`config.mk`:
```
export PLATFORM = sky130hd
export DESIGN_NAME = regfile_arbiter
export DESIGN_NICKNAME = d
export VERILOG_FILES = /design/src/rtl/regfile_arbiter.sv
export SDC_FILE = /design/constraint.sdc
export NUM_CORES = 1
export LEC_CHECK = 0
export CAP_MARGIN = 20
export CORE_UTILIZATION = 38
export CTS_BUF_LIST = sky130_fd_sc_hd__clkbuf_2
export DETAILED_ROUTE_END_ITERATION = 10
export PLACE_DENSITY = 0.89
export SLEW_MARGIN = 20
export SYNTH_ARGS = -nofsm -noshare
export SYNTH_HDL_FRONTEND = slang
export SYNTH_SLANG_ARGS = --single-unit
```
`constraint.sdc`:
```
create_clock -name clock -period 3.9 [get_ports clock]
set_clock_uncertainty 0.15 [all_clocks]
set_input_delay 0.975 -clock clock [delete_from_list [all_inputs] [get_ports clock]]
set_output_delay 0.975 -clock clock [all_outputs]
set_load 0.01 [all_outputs]
```
`src/rtl/regfile_arbiter.sv`:
```
// Two-client round-robin access arbiter for a 2-read/1-write register file,
// plus a sequencer that zeroes every entry through the normal write port.
module regfile_arbiter #(
  parameter int unsigned DATA_WIDTH = 18,
  parameter int unsigned ADDR_WIDTH = 4
) (
  input  logic                  clock,
  input  logic                  reset,
  input  logic                  req_a,
  input  logic                  we_a,
  input  logic [ADDR_WIDTH-1:0] waddr_a,
  input  logic [DATA_WIDTH-1:0] wdata_a,
  input  logic [ADDR_WIDTH-1:0] raddr1_a,
  input  logic [ADDR_WIDTH-1:0] raddr2_a,
  input  logic                  req_b,
  input  logic                  we_b,
  input  logic [ADDR_WIDTH-1:0] waddr_b,
  input  logic [DATA_WIDTH-1:0] wdata_b,
  input  logic [ADDR_WIDTH-1:0] raddr1_b,
  input  logic [ADDR_WIDTH-1:0] raddr2_b,
  output logic                  gnt_a,
  output logic                  gnt_b,
  output logic                  rsp_valid_a,
  output logic                  rsp_valid_b,
  output logic [DATA_WIDTH-1:0] rsp_data1,
  output logic [DATA_WIDTH-1:0] rsp_data2,
  input  logic                  clear_req,
  output logic                  busy,
  output logic                  clear_done,
  output logic                  rf_register_write,
  output logic [ADDR_WIDTH-1:0] rf_write_register,
  output logic [DATA_WIDTH-1:0] rf_input_data,
  output logic [ADDR_WIDTH-1:0] rf_read_register1,
  output logic [ADDR_WIDTH-1:0] rf_read_register2,
  input  logic [DATA_WIDTH-1:0] rf_register_data1,
  input  logic [DATA_WIDTH-1:0] rf_register_data2
);
  localparam logic [ADDR_WIDTH-1:0] LAST_ADDR = {ADDR_WIDTH{1'b1}};

  typedef enum logic [0:0] {SERVE = 1'b0, CLEAR = 1'b1} state_e;

  state_e                state_q, state_d;
  logic [ADDR_WIDTH-1:0] count_q, count_d;
  logic                  last_q, last_d;  // 1: client B holds the most recent grant
  logic                  clear_done_q, clear_done_d;
  logic                  rsp_valid_a_q, rsp_valid_a_d;
  logic                  rsp_valid_b_q, rsp_valid_b_d;
  logic [DATA_WIDTH-1:0] rsp_data1_q, rsp_data1_d;
  logic [DATA_WIDTH-1:0] rsp_data2_q, rsp_data2_d;
  logic                  read_grant;

  // Arbitration and register file port drive; everything is quiet in reset.
  always_comb begin
    gnt_a             = 1'b0;
    gnt_b             = 1'b0;
    read_grant        = 1'b0;
    rf_register_write = 1'b0;
    rf_write_register = '0;
    rf_input_data     = '0;
    rf_read_register1 = '0;
    rf_read_register2 = '0;
    if (!reset) begin
      case (state_q)
        SERVE: begin
          if (!clear_req) begin
            gnt_a = req_a && (!req_b || last_q);
            gnt_b = req_b && !gnt_a;
            if (gnt_a || gnt_b) begin
              if (gnt_b ? we_b : we_a) begin
                rf_register_write = 1'b1;
                rf_write_register = gnt_b ? waddr_b : waddr_a;
                rf_input_data     = gnt_b ? wdata_b : wdata_a;
              end else begin
                read_grant        = 1'b1;
                rf_read_register1 = gnt_b ? raddr1_b : raddr1_a;
                rf_read_register2 = gnt_b ? raddr2_b : raddr2_a;
              end
            end
          end
        end
        CLEAR: begin
          rf_register_write = 1'b1;
          rf_write_register = count_q;
        end
        default: ;
      endcase
    end
  end

  // Next-state logic for the clear sequencer, round-robin pointer and responses.
  always_comb begin
    state_d       = state_q;
    count_d       = count_q;
    last_d        = last_q;
    clear_done_d  = 1'b0;
    rsp_valid_a_d = 1'b0;
    rsp_valid_b_d = 1'b0;
    rsp_data1_d   = rsp_data1_q;
    rsp_data2_d   = rsp_data2_q;
    case (state_q)
      SERVE: begin
        if (clear_req) begin
          state_d = CLEAR;
          count_d = '0;
        end
        if (gnt_a || gnt_b) begin
          last_d = gnt_b;
        end
        if (read_grant) begin
          rsp_valid_a_d = gnt_a;
          rsp_valid_b_d = gnt_b;
          rsp_data1_d   = rf_register_data1;
          rsp_data2_d   = rf_register_data2;
        end
      end
      CLEAR: begin
        count_d = count_q + ADDR_WIDTH'(1);
        if (count_q == LAST_ADDR) begin
          state_d      = SERVE;
          clear_done_d = 1'b1;
        end
      end
      default: state_d = SERVE;
    endcase
  end

  always_ff @(posedge clock) begin
    if (reset) begin
      state_q       <= SERVE;
      count_q       <= '0;
      last_q        <= 1'b1;
      clear_done_q  <= 1'b0;
      rsp_valid_a_q <= 1'b0;
      rsp_valid_b_q <= 1'b0;
      rsp_data1_q   <= '0;
      rsp_data2_q   <= '0;
    end else begin
      state_q       <= state_d;
      count_q       <= count_d;
      last_q        <= last_d;
      clear_done_q  <= clear_done_d;
      rsp_valid_a_q <= rsp_valid_a_d;
      rsp_valid_b_q <= rsp_valid_b_d;
      rsp_data1_q   <= rsp_data1_d;
      rsp_data2_q   <= rsp_data2_d;
    end
  end

  // A response still in flight when reset rises is dropped immediately.
  assign rsp_valid_a = rsp_valid_a_q && !reset;
  assign rsp_valid_b = rsp_valid_b_q && !reset;
  assign rsp_data1   = rsp_data1_q;
  assign rsp_data2   = rsp_data2_q;
  assign busy        = (state_q == CLEAR);
  assign clear_done  = clear_done_q;

endmodule

```
## Word level (Yosys, flattened, before mapping)

Index checks and enable logic that the tools add are counted.

- Memories: 0
- Bits in registers: 45
- Memory bits (read-only): 0
- Latch bits: 0
- Output and inout port bits: 73
- Word-level logic and storage cells: 74
- RAM bits: 0
- Bits of input ports: 103

- $lt $le $gt $ge: 0
- Eq/ne operators: 2
- Add/sub/neg operators: 1
- Divide/modulo/power cells: 0
- Bitwise gates (word level): 2
- Shifts and indexed selects: 0
- Multiplexer cells: 47
- Reduce and logical (&&, ||, !) cells: 14
- Multiply operators: 0

Operator list:

| cell | number |
|---|---|
| 2-to-1 mux 18 bit | 6 |
| 2-to-1 mux 4 bit | 18 |
| 2-to-1 mux 1 bit | 19 |
| one-hot mux 4 bit (2 select lines) | 2 |
| adder 4 x 1 -> 4 bit, second input constant | 1 |
| == test 4 bit, second input constant | 1 |
| logical AND 1 bit | 4 |
| one-hot mux 1 bit (2 select lines) | 2 |
| AND reduction 2 bit | 2 |
| logical NOT 1 bit | 3 |
| logical OR 1 bit | 3 |
| OR reduction 3 bit | 1 |
| inequality test 2 bit, second input constant | 1 |
| inverter 1 bit | 2 |
| OR reduction 2 bit | 1 |

## Longest topological paths before layout

- Depth in word-level cells: 13
- Mapped depth: 6
- Mapped depth without buffers: 4

## Least setup slack after synthesis

OpenSTA, ideal clock, no wires.

- Kind: in2out
- Start: input req_b
- End: output rf_write_register[1]
- Buffers on the path: 1
- Path slack: 941 ps
- Arrival: 1834 ps
- Required time: 2775 ps
- Cell stages on the path: 5
- Cell sequence: a21boi_4 > a32o_1 > nand2_1 > buf_2 > o21ai_1

- Word-level cells in the longest chain between the ends: 11
- Elaborated cells between the ends (all ways): 13
- Those cells by class: 7 x mux; 6 x reduce/logical

RTL lines:

| element | line | source |
|---|---|---|
| start, declared | 15 | `input logic req_b,` |
| logical NOT 1 bit | 66 | `gnt_a = req_a && (!req_b \|\| last_q);` |
| logical OR 1 bit | 66 |  |
| logical AND 1 bit | 66 |  |
| logical NOT 1 bit | 67 | `gnt_b = req_b && !gnt_a;` |
| logical AND 1 bit | 67 |  |
| 2-to-1 mux 4 bit / 2-to-1 mux 1 bit (equally long branches) | 71, 69 |  |
| 2-to-1 mux 4 bit | 69 | `if (gnt_b ? we_b : we_a) begin` |
| 2-to-1 mux 4 bit * | 68 | `if (gnt_a \|\| gnt_b) begin` |
| 2-to-1 mux 4 bit * | 65 | `if (!clear_req) begin` |
| one-hot mux 4 bit (2 select lines) * | 63 | `case (state_q)` |
| 2-to-1 mux 4 bit * | 62 | `if (!reset) begin` |
| end, declared | 31 | `output logic [ADDR_WIDTH-1:0] rf_write_register,` |

Mark *: on every way between the ends. The rest lies on a longest branch, timed or not.

## Final worst setup path

- Start: input req_b
- End: output rf_read_register2[0]

- Word-level cells in the longest chain between the ends: 11
- Elaborated cells between the ends (all ways): 13
- Those cells by class: 7 x mux; 6 x reduce/logical

RTL lines:

| element | line | source |
|---|---|---|
| logical NOT 1 bit | 66 |  |
| logical OR 1 bit | 66 |  |
| logical AND 1 bit | 66 |  |
| logical NOT 1 bit | 67 |  |
| logical AND 1 bit | 67 |  |
| 2-to-1 mux 4 bit / 2-to-1 mux 1 bit (equally long branches) | 76, 69 |  |
| 2-to-1 mux 4 bit | 69 |  |
| 2-to-1 mux 4 bit * | 68 |  |
| 2-to-1 mux 4 bit * | 65 |  |
| 2-to-1 mux 4 bit * | 63 |  |
| 2-to-1 mux 4 bit * | 62 |  |
| end, declared | 34 | `output logic [ADDR_WIDTH-1:0] rf_read_register2,` |

Marks and branches as above.

==> impl_results.md <==
* Metal-1 WL at 3.38 mm
* Max FO, Critical Path at 6
* Max VDD drop at 0.000193 V
* CP max stage delay at 0.55 ns
* Worst path buffer plus inverter count at 3
* Power share of the combinational group at 28.7%
* CTS sink cnt at 45
* Tcrit/Tclk final at 98.4%
* I/O Buffers at 175
* Worst Setup End Kind: output pin
* Flop pwr share at 50.5%
* CORE AREA at 5890 um^2
* Switching Fraction at 28.2%
* Area share of fa/ha/maj cells after synthesis at 0.540%
* Total grt overflow at 0
* Vias at 2982
* Final Max Tran Viols at 0
* Multi-input logic area at 1250 um^2
* Final Setup Violations at 0
* CTS root buf: clkbuf_2
* Max Used Layer: met4
* Cell internal pwr at 0.688 mW
* Largest family of logic cells by synthesized area: compound AO/OA/AOI/OAI gates
* Worst-path clk slew at 0.24 ns
* Worst skew pair latency at 0.41 ns
* DR iter-0 viols at 106
* Family with the most delay on the worst path: buffers and inverters
* CTS H-tree depth at 2
* Vias in the first global route at 2717
* Post-route ant nets at 0
* Slew HR at 66.8%
* Syn Nets at 423
* Detailed-placement wirelength estimate at 6.30 mm
* Final count of hold timing violations at 0
* Routed wl met3 at 830 um
* Post-synthesis compound-gate area fraction at 26.1%
* Gpl congestion at 0.910
* Layout cell share with drive strength beyond 1 at 7.24%
* Final wirelength at 8.67 mm
* Largest net degree at the start of global routing at 37
* Count of TritonRoute iterations in the first routing pass at 4
* Multiplexer share of the synthesized area at 2.16%
* WP data required at 2.77 ns
* Main synth FF type: dfxtp_1
* Tot Pwr at 0.958 mW
* Wire per inst at 15.1 um
* CP Cell Sequence: clkdlybuf4s50_1 > a21boi_4 > buf_6 > nand3b_1 > a21oi_1 > clkdlybuf4s50_1
* Critical path data arrival time at 2.71 ns
* Post-synthesis async set-or-reset flop share at 0%
* Leakage at 1.75 nW
* Vias per inst at 5.21
* Placed cells at 559
* Ports at 176
* Post-Synth Simple-Gate Area at 25.0%
* Gr usage total at 25.3%
* Antenna violations before repair at 0
* Drt drc at 0
* Post-Syn Instances at 319
* Slew @ Worst Pin at 0.497 ns
* Number of filler cells placed in the layout at 485
* Pwr Density at 226 nW/um^2
* Max clock buf depth at 2
* Clock network power share at 20.8%
* Outcome: complete, no violations
* #FFs+latches synth at 45
* Critical Path Slowest Stage Cell: clkdlybuf4s50_1
* Most used cell along the critical path: clkdlybuf4s50_1
* CTS tree: done
* Area growth, synth to finish at 83.2%
* CTS buffer count at 5
* Met2 WL at 4.33 mm
* Die Ht at 80.1 um
* FF+latch area at 901 um^2
* Worst Hold Class: reg -> reg
* Maxcap violations at 0
* Register area share after synthesis at 38.9%
* Horiz. Die Dim at 80.1 um
* Initial Utilization at 39.4%
* Non-Filler Instances at 572
* Critical Path Start Type: input pin
* Final #Nets at 600
* Mapped Area at 2320 um^2
* Max frequency at 0.261 GHz
* Yosys cell types at 30
* CP Class: in -> out
* Switching Power at 0.271 mW
* First-pass GRT wire length at 12.8 mm
* DIE AREA at 6420 um^2
* Post-synth EDFFs at 0
* Antenna cell count at 0
* Num rows at 28
* Fin crit period at 3.84 ns
* Post-Syn Area per Cell at 7.27 um^2
* XOR/XNOR share of the synthesized area at 0%
* Synth Warn # at 0
-- synthesized netlist by cell type (2+ instances only) --
| library cell | instances | area share (%) |
|---|---|---|
| nor2b_1 | 6 | 1.6 |
| buf_6 | 3 | 1.5 |
| o21ai_1 | 32 | 6.9 |
| nor3_1 | 3 | 0.65 |
| o21ai_0 | 10 | 2.2 |
| nand3_1 | 37 | 8.0 |
| nor2_1 | 7 | 1.1 |
| clkbuf_1 | 9 | 1.5 |
| dfxtp_1 | 45 | 39 |
| buf_2 | 12 | 2.6 |
| buf_4 | 4 | 1.3 |
| inv_1 | 2 | 0.32 |
| mux2i_1 | 5 | 2.2 |
| nand2_1 | 55 | 8.9 |
| nand3b_1 | 9 | 2.9 |
| a21oi_1 | 66 | 14 |
-- placed cells by master, fill, tap and decap left out, types with 2 or more instances in the layout --
cell,n
clkdlybuf4s50_1,143
a21oi_1,66
nand2_1,55
dfxtp_1,45
nand3_1,37
o21ai_1,32
dlygate4sd2_1,22
buf_4,20
o21ai_0,10
nand3b_1,9
nor2_1,7
clkbuf_2,7
dlymetal6s2s_1,7
nor2b_1,6
mux2i_1,5
nor3_1,3
inv_1,2
buf_2,2
clkdlybuf4s15_1,2
-- path summary, 6_finish.rpt --
check / start / end / slack (ns) / cells past startpoint
setup / recovery: req_b / rf_read_register2[0] / 0.06 / 6
hold / removal: count_q[3]$_SDFFE_PP0P_ / clear_done$_SDFF_PP0_ / 0.34 / 2
setup reg to reg: busy$_SDFF_PP0_ / rsp_data2[15]$_SDFFE_PP0P_ / 1.91 / 6
hold reg to reg: count_q[3]$_SDFFE_PP0P_ / clear_done$_SDFF_PP0_ / 0.34 / 2
-- stage by stage --
step / setup TNS, ns / setup WS (ns) / hold slack, ns / util, % / cell area [um^2]
global route: -0.0253 / -0.0210 / 0.353 / 72.2 / 4250
floorplan: 0 / 0.941 / 0.305 / - / 2320
finish: 0 / 0.0614 / 0.336 / 72.2 / 4250
CTS: -0.0253 / -0.0253 / 0.345 / 70.9 / 4170
global placement: -0.814 / -0.114 / 0.310 / 70.5 / 4150
detailed placement: -1.76 / -0.115 / 0.320 / 70.5 / 4150
-- logic make-up after synthesis --
logic type               after synthesis
flip-flops                            45
buffers and inverters                 31
adder cells (fa/ha/maj)                1
AND/OR/NAND/NOR                      123
AO/OA/AOI/OAI                        114
multiplexers                           5
-- sequential cells by signal, summed over array words and instances, names as in the netlist --
register       flops
busy               1
rsp_data1         18
clear_done         1
rsp_data2         18
count_q            4
rsp_valid_b_q      1
last_q             1
rsp_valid_a_q      1
-- tightest hold or removal path, stage by stage (launching register included) --
cell	delay [ns]
dfxtp_1	0.38
nand2_1	0.09
nor2_1	0.05
-- timing repair --
action                                  in CTS  in global routing
pin swaps                                    0                  0
endpoints found under the setup margin      30                  8
resized for setup                           27                 10
hold buffers                                 0                  0
buffers inserted                             0                  3
cloned                                       0                  2
-- metal layers --
| metal | up-vias | GRT usage, % |
|---|---|---|
| li1 | 1470 | - |
| met1 | 1366 | 28.7 |
| met2 | 133 | 45.9 |
| met3 | 13 | 8.30 |
| met4 | 0 | 5.54 |
| met5 | - | 0 |
-- power groups by stage --
stage / combinational (mW) / sequential (mW) / clock [mW]
2_1_floorplan: 0.0945 / 0.495 / 0
6_report: 0.275 / 0.484 / 0.199
5_1_grt: 0.295 / 0.486 / 0.222
4_1_cts: 0.266 / 0.484 / 0.203
3_5_place_dp: 0.266 / 0.493 / 0
3_3_place_gp: 0.262 / 0.492 / 0
-- final cells by class --
type                            instances  area share (%)
Tap cell                               75            2.21
Timing Repair Buffer                  199            45.9
Inverter                                2           0.177
Clock buffer                            7           0.825
Clock inverter                          1           0.177
Multi-Input combinational cell        243            29.5
Sequential cell                        45            21.2
Note: power is estimated with default switching activity, not from simulation.
